--- config.mk ---
export PLATFORM = sky130hd
export DESIGN_NAME = mac_accumulator
export DESIGN_NICKNAME = d
export VERILOG_FILES = /design/src/rtl/fixed_point_pkg.sv /design/src/rtl/sat_add_wide.sv /design/src/rtl/mac_accumulator.sv
export SDC_FILE = /design/constraint.sdc
export NUM_CORES = 1
export LEC_CHECK = 0
export CORE_MARGIN = 4
export CORE_UTILIZATION = 43
export CTS_BUF_LIST = sky130_fd_sc_hd__clkbuf_8
export CTS_CLUSTER_DIAMETER = 100
export DETAILED_ROUTE_END_ITERATION = 16
export PLACE_DENSITY = 0.66
export RECOVER_POWER = 50
export SETUP_SLACK_MARGIN = 0.05
export SLEW_MARGIN = 20
export SYNTH_ARGS = -nofsm -noshare
export SYNTH_HDL_FRONTEND = slang
export SYNTH_SLANG_ARGS = --single-unit
--- constraint.sdc ---
create_clock -name clk -period 5.6 [get_ports clk]
set_input_delay 1.68 -clock clk [delete_from_list [all_inputs] [get_ports clk]]
set_output_delay 1.68 -clock clk [all_outputs]
set_load 0.01 [all_outputs]
--- src/rtl/fixed_point_pkg.sv ---
// Shared fixed-point widths and the MAC control-state encoding.
// Widths derive from the default Q7.9 operand format.
package fixed_point_pkg;

  localparam int DEF_INT_BITS  = 7;
  localparam int DEF_FRAC_BITS = 9;
  localparam int OPERAND_W     = DEF_INT_BITS + DEF_FRAC_BITS;
  localparam int WIDE_W        = 2 * OPERAND_W;

  typedef enum logic [1:0] {
    ST_RUN   = 2'd0,
    ST_DRAIN = 2'd1,
    ST_DONE  = 2'd2
  } state_e;

endpackage

--- src/rtl/sat_add_wide.sv ---
// Two's-complement adder that clamps to the representable range instead of
// wrapping, and flags when clamping happened.
module sat_add_wide #(
  parameter int WIDTH = 32
) (
  input  logic [WIDTH-1:0] a_i,
  input  logic [WIDTH-1:0] b_i,
  output logic [WIDTH-1:0] sum_o,
  output logic             overflow_o
);

  logic [WIDTH-1:0] raw_sum;

  assign raw_sum = a_i + b_i;

  // Overflow only when both operands share a sign that the raw sum lost.
  assign overflow_o = (a_i[WIDTH-1] == b_i[WIDTH-1]) &&
                      (raw_sum[WIDTH-1] != a_i[WIDTH-1]);

  always_comb begin
    sum_o = raw_sum;
    if (overflow_o) begin
      sum_o = a_i[WIDTH-1] ? {1'b1, {(WIDTH-1){1'b0}}}
                           : {1'b0, {(WIDTH-1){1'b1}}};
    end
  end

endmodule

--- src/rtl/mac_accumulator.sv ---
// Two-stage signed multiply-accumulate over a fixed-length vector with
// saturating wide accumulation and a valid/ready result handshake.
module mac_accumulator
  import fixed_point_pkg::*;
#(
  parameter int para_int_bits  = DEF_INT_BITS,
  parameter int para_frac_bits = DEF_FRAC_BITS,
  parameter int VEC_LEN        = 16
) (
  input  logic                                         clk,
  input  logic                                         rst_n,
  input  logic [para_int_bits+para_frac_bits-1:0]      a_i,
  input  logic [para_int_bits+para_frac_bits-1:0]      b_i,
  input  logic                                         in_valid,
  output logic                                         in_ready,
  output logic [2*(para_int_bits+para_frac_bits)-1:0]  acc_o,
  output logic                                         out_valid,
  input  logic                                         out_ready,
  output logic                                         sat_o
);

  localparam int W     = para_int_bits + para_frac_bits;
  localparam int W2    = 2 * W;
  localparam int CNT_W = $clog2(VEC_LEN);
  localparam logic [CNT_W-1:0] LAST_CNT = CNT_W'(VEC_LEN - 1);

  state_e             state_q;
  logic [CNT_W-1:0]   cnt_q;
  logic signed [W2-1:0] prod_q;
  logic signed [W2-1:0] prod_d;
  logic               prod_vld_q;
  logic [W2-1:0]      acc_q;
  logic               sat_q;
  logic               out_valid_q;

  logic signed [W2-1:0] a_ext;
  logic signed [W2-1:0] b_ext;
  logic [W2-1:0]      sum_d;
  logic               ovf_d;
  logic               accept;

  assign in_ready = (state_q == ST_RUN);
  assign accept   = in_valid && in_ready;

  // Sign-extend before multiplying so the full 2W-bit product is kept.
  assign a_ext  = {{W{a_i[W-1]}}, a_i};
  assign b_ext  = {{W{b_i[W-1]}}, b_i};
  assign prod_d = a_ext * b_ext;

  sat_add_wide #(
    .WIDTH (W2)
  ) u_sat_add (
    .a_i        (acc_q),
    .b_i        (prod_q),
    .sum_o      (sum_d),
    .overflow_o (ovf_d)
  );

  always_ff @(posedge clk or negedge rst_n) begin
    if (!rst_n) begin
      state_q     <= ST_RUN;
      cnt_q       <= '0;
      prod_q      <= '0;
      prod_vld_q  <= 1'b0;
      acc_q       <= '0;
      sat_q       <= 1'b0;
      out_valid_q <= 1'b0;
    end else begin
      prod_vld_q <= accept;
      if (accept) begin
        prod_q <= prod_d;
      end

      if (prod_vld_q) begin
        acc_q <= sum_d;
        if (ovf_d) begin
          sat_q <= 1'b1;
        end
      end

      case (state_q)
        ST_RUN: begin
          if (accept) begin
            if (cnt_q == LAST_CNT) begin
              cnt_q   <= '0;
              state_q <= ST_DRAIN;
            end else begin
              cnt_q <= cnt_q + 1'b1;
            end
          end
        end
        ST_DRAIN: begin
          state_q     <= ST_DONE;
          out_valid_q <= 1'b1;
        end
        ST_DONE: begin
          // Handshake starts a fresh vector from a clean accumulator.
          if (out_ready) begin
            state_q     <= ST_RUN;
            out_valid_q <= 1'b0;
            acc_q       <= '0;
            sat_q       <= 1'b0;
            cnt_q       <= '0;
            prod_vld_q  <= 1'b0;
          end
        end
        default: begin
          state_q <= ST_RUN;
        end
      endcase
    end
  end

  assign acc_o     = acc_q;
  assign sat_o     = sat_q;
  assign out_valid = out_valid_q;

endmodule

## Yosys cells after proc, flatten, opt, wreduce, memory -nomap -nowiden

Index checks and enable logic that the tools add are counted.

| operators by class | value |
|---|---|
| add/subtract/negate cells | 2 |
| $mul | 1 |
| eq/ne operators | 8 |
| multiplexer cells | 21 |
| reductions and logical operators | 8 |

Operators with widths:

| kind | count |
|---|---|
| 2-to-1 mux 32 bit | 5 |
| adder 32 bit | 1 |
| multiplier 16 x 16 -> 32 bit | 1 |
| 2-to-1 mux 4 bit | 3 |
| one-hot mux 4 bit (2 select lines) | 1 |
| 2-to-1 mux 1 bit | 7 |
| 2-to-1 mux 2 bit | 3 |
| one-hot mux 2 bit (3 select lines) | 1 |
| AND reduction 3 bit | 2 |
| adder 4 x 1 -> 4 bit, second input constant | 1 |
| equality test 4 bit, second input constant | 1 |
| inequality test 2 x 1 -> 1 bit, second input constant | 2 |
| nonzero test 2 bit | 2 |
| equality test 2 x 1 -> 1 bit, second input constant | 1 |
| equality test 2 bit, second input constant | 1 |
| logical AND 1 bit | 2 |
| logical NOT 2 bit | 1 |
| inequality test 2 bit, second input constant | 1 |
| one-hot mux 1 bit (2 select lines) | 1 |
| AND reduction 2 bit | 1 |
| equality test 1 bit | 1 |
| inequality test 1 bit | 1 |

| word-level totals | value |
|---|---|
| flip-flop bits (word level) | 73 |
| output and inout bits | 35 |
| logic and storage cells | 47 |

## Longest topological paths before layout

Gate-level depths: netlist (run 1).

| depth | value |
|---|---|
| depth in word-level cells | 7 |
| gate-level depth with buffers | 25 |
| gate-level depth less buffers | 24 |

## Modules after synthesis

A second synthesis (run 1) with hierarchy kept.

| second synthesis, totals | value |
|---|---|
| cells, all modules | 1686 |
| area total of the unflattened synthesis | 14980.6 um2 |

By module, submodules not included:

| module | instances | cells each | area an instance (um2) |
|---|---|---|---|
| mac_accumulator | 1 | 1387 | 12871.1 |
| sat_add_wide | 1 | 299 | 2109.5 |

## Worst setup path after synthesis (run 1)

OpenSTA, ideal clock, no wires.

| timing path | value |
|---|---|
| path type | in2reg |
| from | input port a_i[15] |
| to | register prod_q[28] |
| setup time | 135 ps |
| arrival | 6985 ps |
| required time | 5465 ps |
| slack | -1520 ps |
| stages | 18 |
| cell sequence | clkbuf_1 > nand2_1 > fa_1 > inv_1 > fa_1 > fa_1 > fa_1 > fa_1 > inv_1 > fa_1 > inv_1 > ha_1 > nand4_1 > or4b_1 > nand3_2 > a21oi_2 > mux2i_1 > o311ai_1 |

| on the way | value |
|---|---|
| longest elaborated chain between the ends | 1 |

Ends and longest elaborated chain:

| item | RTL line | source |
|---|---|---|
| from (decl) | mac_accumulator.sv:12 | `input logic [para_int_bits+para_frac_bits-1:0] a_i,` |
| multiplier 16 x 16 -> 32 bit | mac_accumulator.sv:48 | `assign prod_d = a_ext * b_ext;` |
| to (signal assigned) | mac_accumulator.sv:71 | `prod_q <= prod_d;` |
| to (decl) | mac_accumulator.sv:29 | `logic signed [W2-1:0] prod_q;` |

No other way between the ends.
A chain may end at the register's enable or synchronous reset.

## Final worst setup path (run 1)

| timing path | value |
|---|---|
| from | input port a_i[8] |
| to | register prod_q[30] |

Same word-level chain as after synthesis.

==> results of run 1 <==
-- cell families (layout without fill, tap and decap cells) --
| logic type | Yosys count | in the layout | share of synthesized area [%] |
|---|---|---|---|
| simple gates | 450 | 450 | 15.3 |
| buf+inv | 380 | 649 | 10.1 |
| fa+ha+maj | 378 | 378 | 46.7 |
| compound gates | 244 | 244 | 11.2 |
| flops | 73 | 73 | 12.7 |
| xor+xnor | 60 | 60 | 3.65 |
| mux | 6 | 6 | 0.426 |
-- flip-flops by register name, indices dropped and copies added (netlist names) --
name        cells
acc_o          32
prod_q         32
cnt_q           4
state_q         2
out_valid       1
prod_vld_q      1
sat_o           1
-- metrics by stage --
| stage | std cells | setup TNS (ps) | cell area (um2) | hold WS, ps |
|---|---|---|---|---|
| 6_report | 2302 | -18800 | 18600 | 486 |
| 3_5_place_dp | 2222 | -40650 | 17200 | 470 |
| 3_3_place_gp | 2222 | -39460 | 17200 | 461 |
| 2_1_floorplan | 1591 | -17300 | 15000 | 441 |
| 4_1_cts | 2288 | -19790 | 18200 | 491 |
| 5_1_grt | 2302 | -22890 | 18600 | 524 |
-- layer usage --
metal  GRT usage (%)  share of wire, %  vias to the layer above
li1                -                 -                     5461
met1            25.7                40                     5939
met2            37.3                52                      268
met3            2.60               4.1                       93
met4            6.27               3.1                        0
met5               0                 0                        -
-- cell type report --
cell class                 count  share of cell area (%)
clock buffer                   9                   0.665
multi-input combinational   1138                    64.2
inverter                     323                    6.52
sequential                    73                    9.81
timing repair buffer         310                    15.5
clock inverter                 7                   0.383
tap                          442                    2.97
-- repair_timing --
item                       4_1_cts  5_1_grt
setup endpoints to repair       25       25
resized for setup              215      116
setup buffers                   44       15
pin swaps                       90       92
gates cloned                     6        1
hold endpoints to repair         0        0
-- cells in the mapped netlist (all sizes together) (8+ instances only) --
| master | n |
|---|---|
| a21o | 32 |
| a21oi | 73 |
| a31oi | 14 |
| and2 | 122 |
| and3 | 8 |
| clkbuf | 53 |
| dfrtp | 73 |
| fa | 264 |
| ha | 114 |
| inv | 323 |
| nand2 | 203 |
| nand2b | 24 |
| nand3 | 16 |
| nor2 | 46 |
| nor3 | 11 |
| o211ai | 15 |
| o21ai | 65 |
| o21bai | 10 |
| xnor2 | 39 |
| xor2 | 21 |
-- worst max-delay path: stages --
cell,delay (ps)
buf_6,90
buf_12,120
buf_12,140
nand2_4,50
fa_1,420
fa_2,550
inv_2,40
fa_1,500
inv_1,50
fa_1,460
fa_1,480
fa_1,510
inv_2,50
ha_4,280
nand3_4,80
o41ai_4,450
or4b_4,550
nand3_2,90
a31oi_2,90
xor2_1,170
o21ai_1,70
-- path summary, 6_finish.rpt --
path	endpoint	slack, ps	depth (start not counted)
min in group asynchronous	state_q[1]	1770	1
worst max register to register	acc_o[21]	710	15
worst max-delay path	prod_q[30]	-1110	21
max in group asynchronous	acc_o[30]	2720	1
worst min-delay path	prod_q[2]	490	2
worst min register to register	prod_q[2]	490	2
==> results.cfg, run 1 <==
[sta]
finalCritPeriodShare_pct = 120
slew_violations = 74
skew_ps = 9.72
period_minus_slack_ps = 6710
postLayoutSetupSlackWorst_ps = -1110
fmax_mhz = 149
timing.slew.headroom_pct = -19.8
finalHoldViolCount = 0
worst_pin_slew_ps = 1800
rsz0062_at_grt = yes
setup_violations = 23

[floorplan]
rows = 66
die_h_um = 191
start_util_pct = 43.9
ios = 71
core_um2 = 32800
dieArea_um2 = 36400
die_w_um = 191

[yosys]
yosysTopAreaCell = fa_1
netlist_area_um2 = 14400
synth_area_per_cell_um2 = 9.04
synthFlopType = dfrtp_1
synth-seq-cells = 73
yosys_warnings = 0
async_flop_share_pct = 100
netlist_instances = 1591
synth_cell_types = 64
syn_nets = 2005
ys_seq_area_share_pct = 12.7
synth.top_cell.area_share_pct = 36.7
synth_area_leaders = fa_1 37%, dfrtp_1 13%, ha_1 9.9%, inv_1 8.4%, and2_1 5.3%
synth_edf_count = 0

[drt]
wl_mm = 36.5
ant_nets = 0
wire_per_inst_um = 15.9
drt-pass1-iter-count = 7
vias_per_cell = 5.11
dr_total_vias = 11761
drt-initial-drc-count = 561
drc = 0

[critical_path]
crit_path_end_kind = register
critPathRequiredTime_ps = 5830
startpoint_type = input port
r2r_start = acc_o[6]
arrival_ps = 6930
crit_fanout = 7
path_class = input port to register
startpoint = a_i[8]

[layout]
final_cell_mix = 286 x inv_1, 245 x fa_1, 181 x nand2_1
post-route-util_pct = 56.8
finalNetCount = 2269
seq_area_um2 = 1830
synthToLayoutAreaGrowth_pct = 29.5
antennaDiodeCount = 0
drive_gt1_share_pct = 26.0
layout_commonest_cell = inv_1
nFillCells = 2872
multiInputGateArea_um2 = 11900

[grt]
grt_usage_pct = 20.6
grt_max_degree = 74
grt_antenna_before_repair = 0
grt_pass1_wl_mm = 61.1
grt_pass1_vias = 12737
grt-ovfl-total = 0

[hold_path]
min_from = prod_q[2]
hold_class = register to register

[clock_tree]
cts_htree_levels = 3
clkTransAtPathRegs_ps = 80
cts_root_buf = clkbuf_8
cts_buffers = 9
cts_tree = built
cts_hold_buf = 0
cts.sinks = 73
clockBufferDepth = 2
insertion_delay_ps = 360

[placed_design]
pre_cts_slack_ps = -1980
gp_congestion = 0.881
io_buffers = 70
hpwl_mm = 29.3

[outcome]
violations = capacitance limit, slew limit, setup timing
status = finished, violations left

[run]
maxCapViolCount = 1
Power of run 1 is not shown: default switching activity piles up to over one toggle a cycle in this logic, so the estimate is an artifact.
==> run 2: changes to the inputs <==
--- a/config.mk
+++ b/config.mk
@@ -10,7 +10,6 @@
 export CTS_BUF_LIST = sky130_fd_sc_hd__clkbuf_8
 export CTS_CLUSTER_DIAMETER = 100
 export DETAILED_ROUTE_END_ITERATION = 16
-export PLACE_DENSITY = 0.66
 export RECOVER_POWER = 50
 export SETUP_SLACK_MARGIN = 0.05
 export SLEW_MARGIN = 20
==> results.cfg, run 2 (synthesized netlist as in run 1, its figures left out) <==
[outcome]
status = finished, violations left
violations = capacitance limit, slew limit, setup timing

[critical_path]
arrival_ps = 7010
r2r_end = acc_o[12]
startpoint = b_i[4]
ff2ff_path_depth = 16
r2r_setup_slack_ps = 680
path_class = input port to register
critPathRequiredTime_ps = 5830
setup.worst_path.end = prod_q[29]
startpoint_type = input port
r2r_start = acc_o[6]
crit_fanout = 5
crit_path_end_kind = register

[grt]
grt_antenna_before_repair = 0
grt_max_degree = 74
grt_pass1_vias = 12477
grt-ovfl-total = 0
grt_usage_pct = 20.8
grt_pass1_wl_mm = 61.2

[sta]
rsz0062_at_grt = yes
finalCritPeriodShare_pct = 121
setup_violations = 24
slew_violations = 74
period_minus_slack_ps = 6790
hold_ws_ps = 492
finalHoldViolCount = 0
fmax_mhz = 147
timing.slew.headroom_pct = -25.5
skew_ps = 6.69
worst_pin_slew_ps = 1880
postLayoutSetupSlackWorst_ps = -1190

[clock_tree]
cts.sinks = 73
clockBufferDepth = 2
cts_buffers = 9
cts_htree_levels = 3
cts_tree = built
insertion_delay_ps = 360
clkTransAtPathRegs_ps = 80
cts_root_buf = clkbuf_8
cts_hold_buf = 0

[layout]
drive_gt1_share_pct = 26.4
final_cell_mix = 289 x inv_1, 242 x fa_1, 179 x nand2_1, 179 x buf_4, 93 x and2_1
finalNetCount = 2274
synthToLayoutAreaGrowth_pct = 30.1
post-route-util_pct = 57.1
fin_area_um2 = 18700
layout_commonest_cell = inv_1
antennaDiodeCount = 0

[floorplan]
start_util_pct = 43.9
dieArea_um2 = 36400
die_w_um = 191
core_um2 = 32800
ios = 71
die_h_um = 191
rows = 66

[drt]
drt-pass1-iter-count = 7
ant_nets = 0
drt-initial-drc-count = 488
drc = 0
wire_per_inst_um = 16.0
vias_per_cell = 5.11
dr_total_vias = 11782
wl_mm = 36.9

[hold_path]
hold_class = register to register
min_from = prod_q[6]

[placed_design]
gp_congestion = 0.867
hpwl_mm = 29.5
dpl-instance-area_um2 = 17100
io_buffers = 70
pre_cts_slack_ps = -1890

[run]
maxCapViolCount = 1
-- run 2: worst min path at each step --
stage	endpoint	slack, ps	cells past startpoint
final	prod_q[6]	490	2
after global routing	prod_q[3]	520	2
after CTS	prod_q[24]	500	2
after detailed placement	prod_q[24]	480	2
after global placement	prod_q[6]	480	2
after floorplan	prod_q[0]	440	2
-- run 2: metal layers --
layer	wire, um	GRT usage, %	vias up
li1	-	-	5469
met1	15100	26.4	5982
met2	19500	37.8	262
met3	1380	2.18	69
met4	980	5.52	0
met5	0	0	-
-- run 2: cell type report --
| cell class | count | area (um2) |
|---|---|---|
| tap | 442 | 553 |
| clock inverter | 7 | 95.1 |
| sequential | 73 | 1830 |
| clock buffer | 9 | 124 |
| fill | 2904 | 14100 |
| timing repair buffer | 315 | 2980 |
| inverter | 323 | 1210 |
| multi-input combinational | 1138 | 11900 |
-- run 2: timing repair --
item | 4_1_cts | 5_1_grt
gates resized for setup | 233 | 83
pin swaps | 108 | 95
endpoints found under the setup margin | 25 | 25
buffers inserted | 66 | 14
gates cloned | 7 | 0
-- run 2: critical path, stage by stage --
cell and delay (ps):
buf_8 100, buf_6 110, buf_12 120, buf_6 120, and2_4 150, fa_2 560
fa_1 440, fa_2 590, fa_2 440, fa_1 490, inv_1 50, fa_1 490
inv_2 50, ha_4 200, a21o_1 150, a21o_1 190, a21oi_2 160, nor2_1 60
a31oi_1 210, buf_4 150, buf_4 90, o211ai_1 80, nand2_1 90, xor2_1 170
o21ai_1 80
-- run 2: through the flow --
stage,instances,TNS [ps]
after floorplan,1591,-17300
after detailed placement,2205,-38570
after CTS,2294,-20350
final,2307,-21400
after global placement,2205,-37840
after global routing,2307,-25200
Power of run 2 is left out for the same reason.
==> patch 1, RTL diff (settings of run 1) <==
Encoding of `state_e`: now one-hot (3 bits for 3 states).
--- a/src/rtl/fixed_point_pkg.sv
+++ b/src/rtl/fixed_point_pkg.sv
@@ -8,8 +8,8 @@
   localparam int WIDE_W        = 2 * OPERAND_W;
 
-  typedef enum logic [1:0] {
-    ST_RUN   = 2'd0,
-    ST_DRAIN = 2'd1,
-    ST_DONE  = 2'd2
+  typedef enum logic [2:0] {
+    ST_RUN   = 3'b001,
+    ST_DRAIN = 3'b010,
+    ST_DONE  = 3'b100
   } state_e;
 
Function: no difference found for any inputs over 4 cycles, from zero or initial values and one cycle with rst_n low; so few cycles prove little.
==> patch 1 against run 1 <==
The run still ends with max-capacitance violations, max-slew violations, negative setup slack left. Routed wire length up 4.5%. Sequential cell count up 1. First-iteration DRC count up 5.3%. Sequential share of layout area about the same. Area after synthesis down 0.26%. Count of clock-buffer cells in the layout up 1. Worst setup slack worse by 0.36 ns. Final area up 1.3%. Critical path type unchanged.
Power is left out: the tool's default activity adds up to more than one toggle a clock period on the data nets, which glitch-free logic cannot reach.
==> patch 1: results <==
[timing]
drv_slew = 75
final.setup.worst_slack_ns = -1.46
clock_skew_ns = 0.0112
fin_setup_tns_ns = -23.80
tightest_slew_ns = 1.84
finalSetupViolations = 23

[outcome]
violations = "max-capacitance violations, max-slew violations, negative setup slack"
status = "finished, violations left"

[place]
dpl_worst_slack_ns = -2.29
dp_hpwl_um = 29500
dp.cells = 2223
gp_congestion = 0.888

[cells_and_area]
n_fill_cell = 2790
drive_gt1_share_pct = 25.2
fin_cells = 2318
nets = 2285

[synthesis]
syn_area_per_cell_um2 = 9.02
synth.distinct_cells = 68
synth_common_cells = "inv_1, fa_1, nand2_1"

[routing]
via_count = 11800
drt-initial-drc-count = 591
post_drt_wl_per_cell_um = 16.5

[critical_path]
crit_slowest_cell = "fa_1"
cp_max_fo = 6

[global_routing]
grt_use_total_pct = 21.6
grt_pass1_vias = 12700
grt_max_degree = 75

[job]
maxCapViolations = 1
==> patch 1: cells by family after synthesis <==
family,count (synthesis),share of synthesized area [%]
AND/OR/NAND/NOR,459,15.5
adder cells (fa/ha/maj),378,46.8
buffers and inverters,374,9.98
AO/OA/AOI/OAI,240,10.8
flip-flops,74,12.9
XOR/XNOR,61,3.72
multiplexers,4,0.288
==> patch 1: final cells by class <==
type	count	area, um^2	area share (%)
clock buffers	10	138	0.730
clock inverters	6	90.1	0.478
inverters	319	1200	6.36
multi-input cells	1142	11900	62.9
flip-flops and latches	74	1850	9.82
well taps	442	553	2.93
repair buffers	325	3160	16.7
==> patch 1: metal layers <==
metal  vias up  track usage (%)  wire length [um]
met2       268             39.4             20200
met3        65             2.95              1780
met1      6013             27.9             15400
met5         -                0                 0
met4         0             3.73               771
li1       5503                -                 -
==> patch 1: worst paths after layout <==
| kind | depth (start not counted) | startpoint | end | slack, ns |
|---|---|---|---|---|
| max reg2reg | 17 | acc_o[1]$_DFF_PN0_ | acc_o[25]$_DFF_PN0_ | 1.11 |
| min | 2 | prod_q[0]$_DFFE_PN0P_ | prod_q[0]$_DFFE_PN0P_ | 0.49 |
| min reg2reg | 2 | prod_q[0]$_DFFE_PN0P_ | prod_q[0]$_DFFE_PN0P_ | 0.49 |
| min in group asynchronous | 1 | rst_n | acc_o[14]$_DFF_PN0_ | 1.80 |
| max | 24 | b_i[5] | prod_q[30]$_DFFE_PN0P_ | -1.46 |
| max in group asynchronous | 1 | rst_n | prod_q[30]$_DFFE_PN0P_ | 2.68 |
==> patch 1: timing repair <==
| item | 4_1_cts | 5_1_grt |
|---|---|---|
| buffers inserted | 58 | 17 |
| gates cloned | 8 | 0 |
| resized for setup | 236 | 67 |
| endpoints found under the setup margin | 25 | 25 |
| pin swaps | 110 | 87 |
==> patch 2, RTL diff (config.mk and constraints of run 1) <==
Made on the original files. `DEF_FRAC_BITS`: 9 -> 18.
--- a/src/rtl/fixed_point_pkg.sv
+++ b/src/rtl/fixed_point_pkg.sv
@@ -4,5 +4,5 @@
 
   localparam int DEF_INT_BITS  = 7;
-  localparam int DEF_FRAC_BITS = 9;
+  localparam int DEF_FRAC_BITS = 18;
   localparam int OPERAND_W     = DEF_INT_BITS + DEF_FRAC_BITS;
   localparam int WIDE_W        = 2 * OPERAND_W;
Interface: changed (resized a_i, acc_o and b_i); port bits go from 71 to 107. The function was not compared with the original's and may differ.
==> patch 2 against run 1 <==
The flow still finishes with violations (max-capacitance violations, max-slew violations, negative setup slack). Worst setup slack lost 1.1 ns. Sequential cell count up 36. Area after synthesis up 110%. First-iteration DRC count is 120% higher. Routed wire length up 130%. Final area up 110%. Non-clock buffer count increased by 276. Critical endpoint is now prod_q[43]$_DFFE_PN0P_. Largest cell class unchanged.
Power is left out: the tool's default activity adds up to more than one toggle a clock period on the data nets, which glitch-free logic cannot reach.
==> patch 2: results <==
[synthesis]
ys_seq_area_share_pct = 9.17
synth.distinct_cells = 78
synth_common_cells = "inv_1, fa_1, nand2_1"
synth_fp_nets = 4156
synthCells = 3251
synth-compound-area-share_pct = 9.12
synthAdderAreaFrac_pct = 52.5
synth_area_leaders = "fa_1, dfrtp_1, inv_1"

[timing]
finalSetupViolations = 42
drv_slew = 88
final.setup.worst_slack_ns = -2.24

[place]
gp_congestion = 0.892
dp.cells = 4495
dp_hpwl_um = 65900
portBuffers = 106
dpl_worst_slack_ns = -3.08

[cells_and_area]
fin_cells = 4643
buf_share_pct = 15.9
fin_area_mm2 = 0.0383
inv_count = 678
regArea_mm2 = 0.00273
multi_input_area_mm2 = 0.0255
num_antenna_cells = 1
clock_buffers = 10
clk_share_pct = 0.627

[outcome]
violations = "max-capacitance violations, max-slew violations, negative setup slack"
status = "finished, violations left"

[critical_path]
r2r_slack_ns = 0.95
r2r_start = "acc_o[1]$_DFF_PN0_"
startpoint = "b_i[4]"
r2r-end = "acc_o[18]$_DFF_PN0_"
cp-endpoint = "prod_q[43]$_DFFE_PN0P_"
cp_max_fo = 5
crit_slowest_cell = "fa_1"

[worst_hold_path]
hold_start = "prod_q[37]$_DFFE_PN0P_"

[cts]
postCtsSetupBuffers = 84
cts_resized = 474

[global_routing]
grt_pass1_wl_um = 134000
grt_max_degree = 94
grt_pass1_vias = 25400
grt_antenna_before_repair = 2

[routing]
dr.pass1.iters = 5
wirelength_um = 83300

[floorplanning]
rows = 96

[job]
maxCapViolations = 2
patch 2: cell count changes after synthesis, sizes merged, moves of 43 or more:
cell    before  now
a21oi       73  121
clkbuf      53  137
o21ai       65  123
nor2        46   89
and2       122  319
inv        323  677
nand2      203  414
fa         264  660
ha         114  191
patch 2: layer usage:
layer | part of all wire, % | up-vias | track usage, % | wire length, um
met1 | 39 | 12000 | 28.3 | 32700
met3 | 5.5 | 173 | 4.13 | 4550
met2 | 52 | 557 | 40.3 | 43200
li1 | - | 10800 | - | -
met5 | 0 | - | 0 | 0
met4 | 3.5 | 0 | 7.77 | 2900
patch 2: how the worst min path moves through the flow:
stage	to	depth (start not counted)
2_1_floorplan	prod_q[0]$_DFFE_PN0P_	2
3_3_place_gp	cnt_q[3]$_DFFE_PN0P_	1
3_5_place_dp	prod_q[37]$_DFFE_PN0P_	2
4_1_cts	prod_q[37]$_DFFE_PN0P_	2
5_1_grt	prod_q[28]$_DFFE_PN0P_	2
6_report	prod_q[37]$_DFFE_PN0P_	2
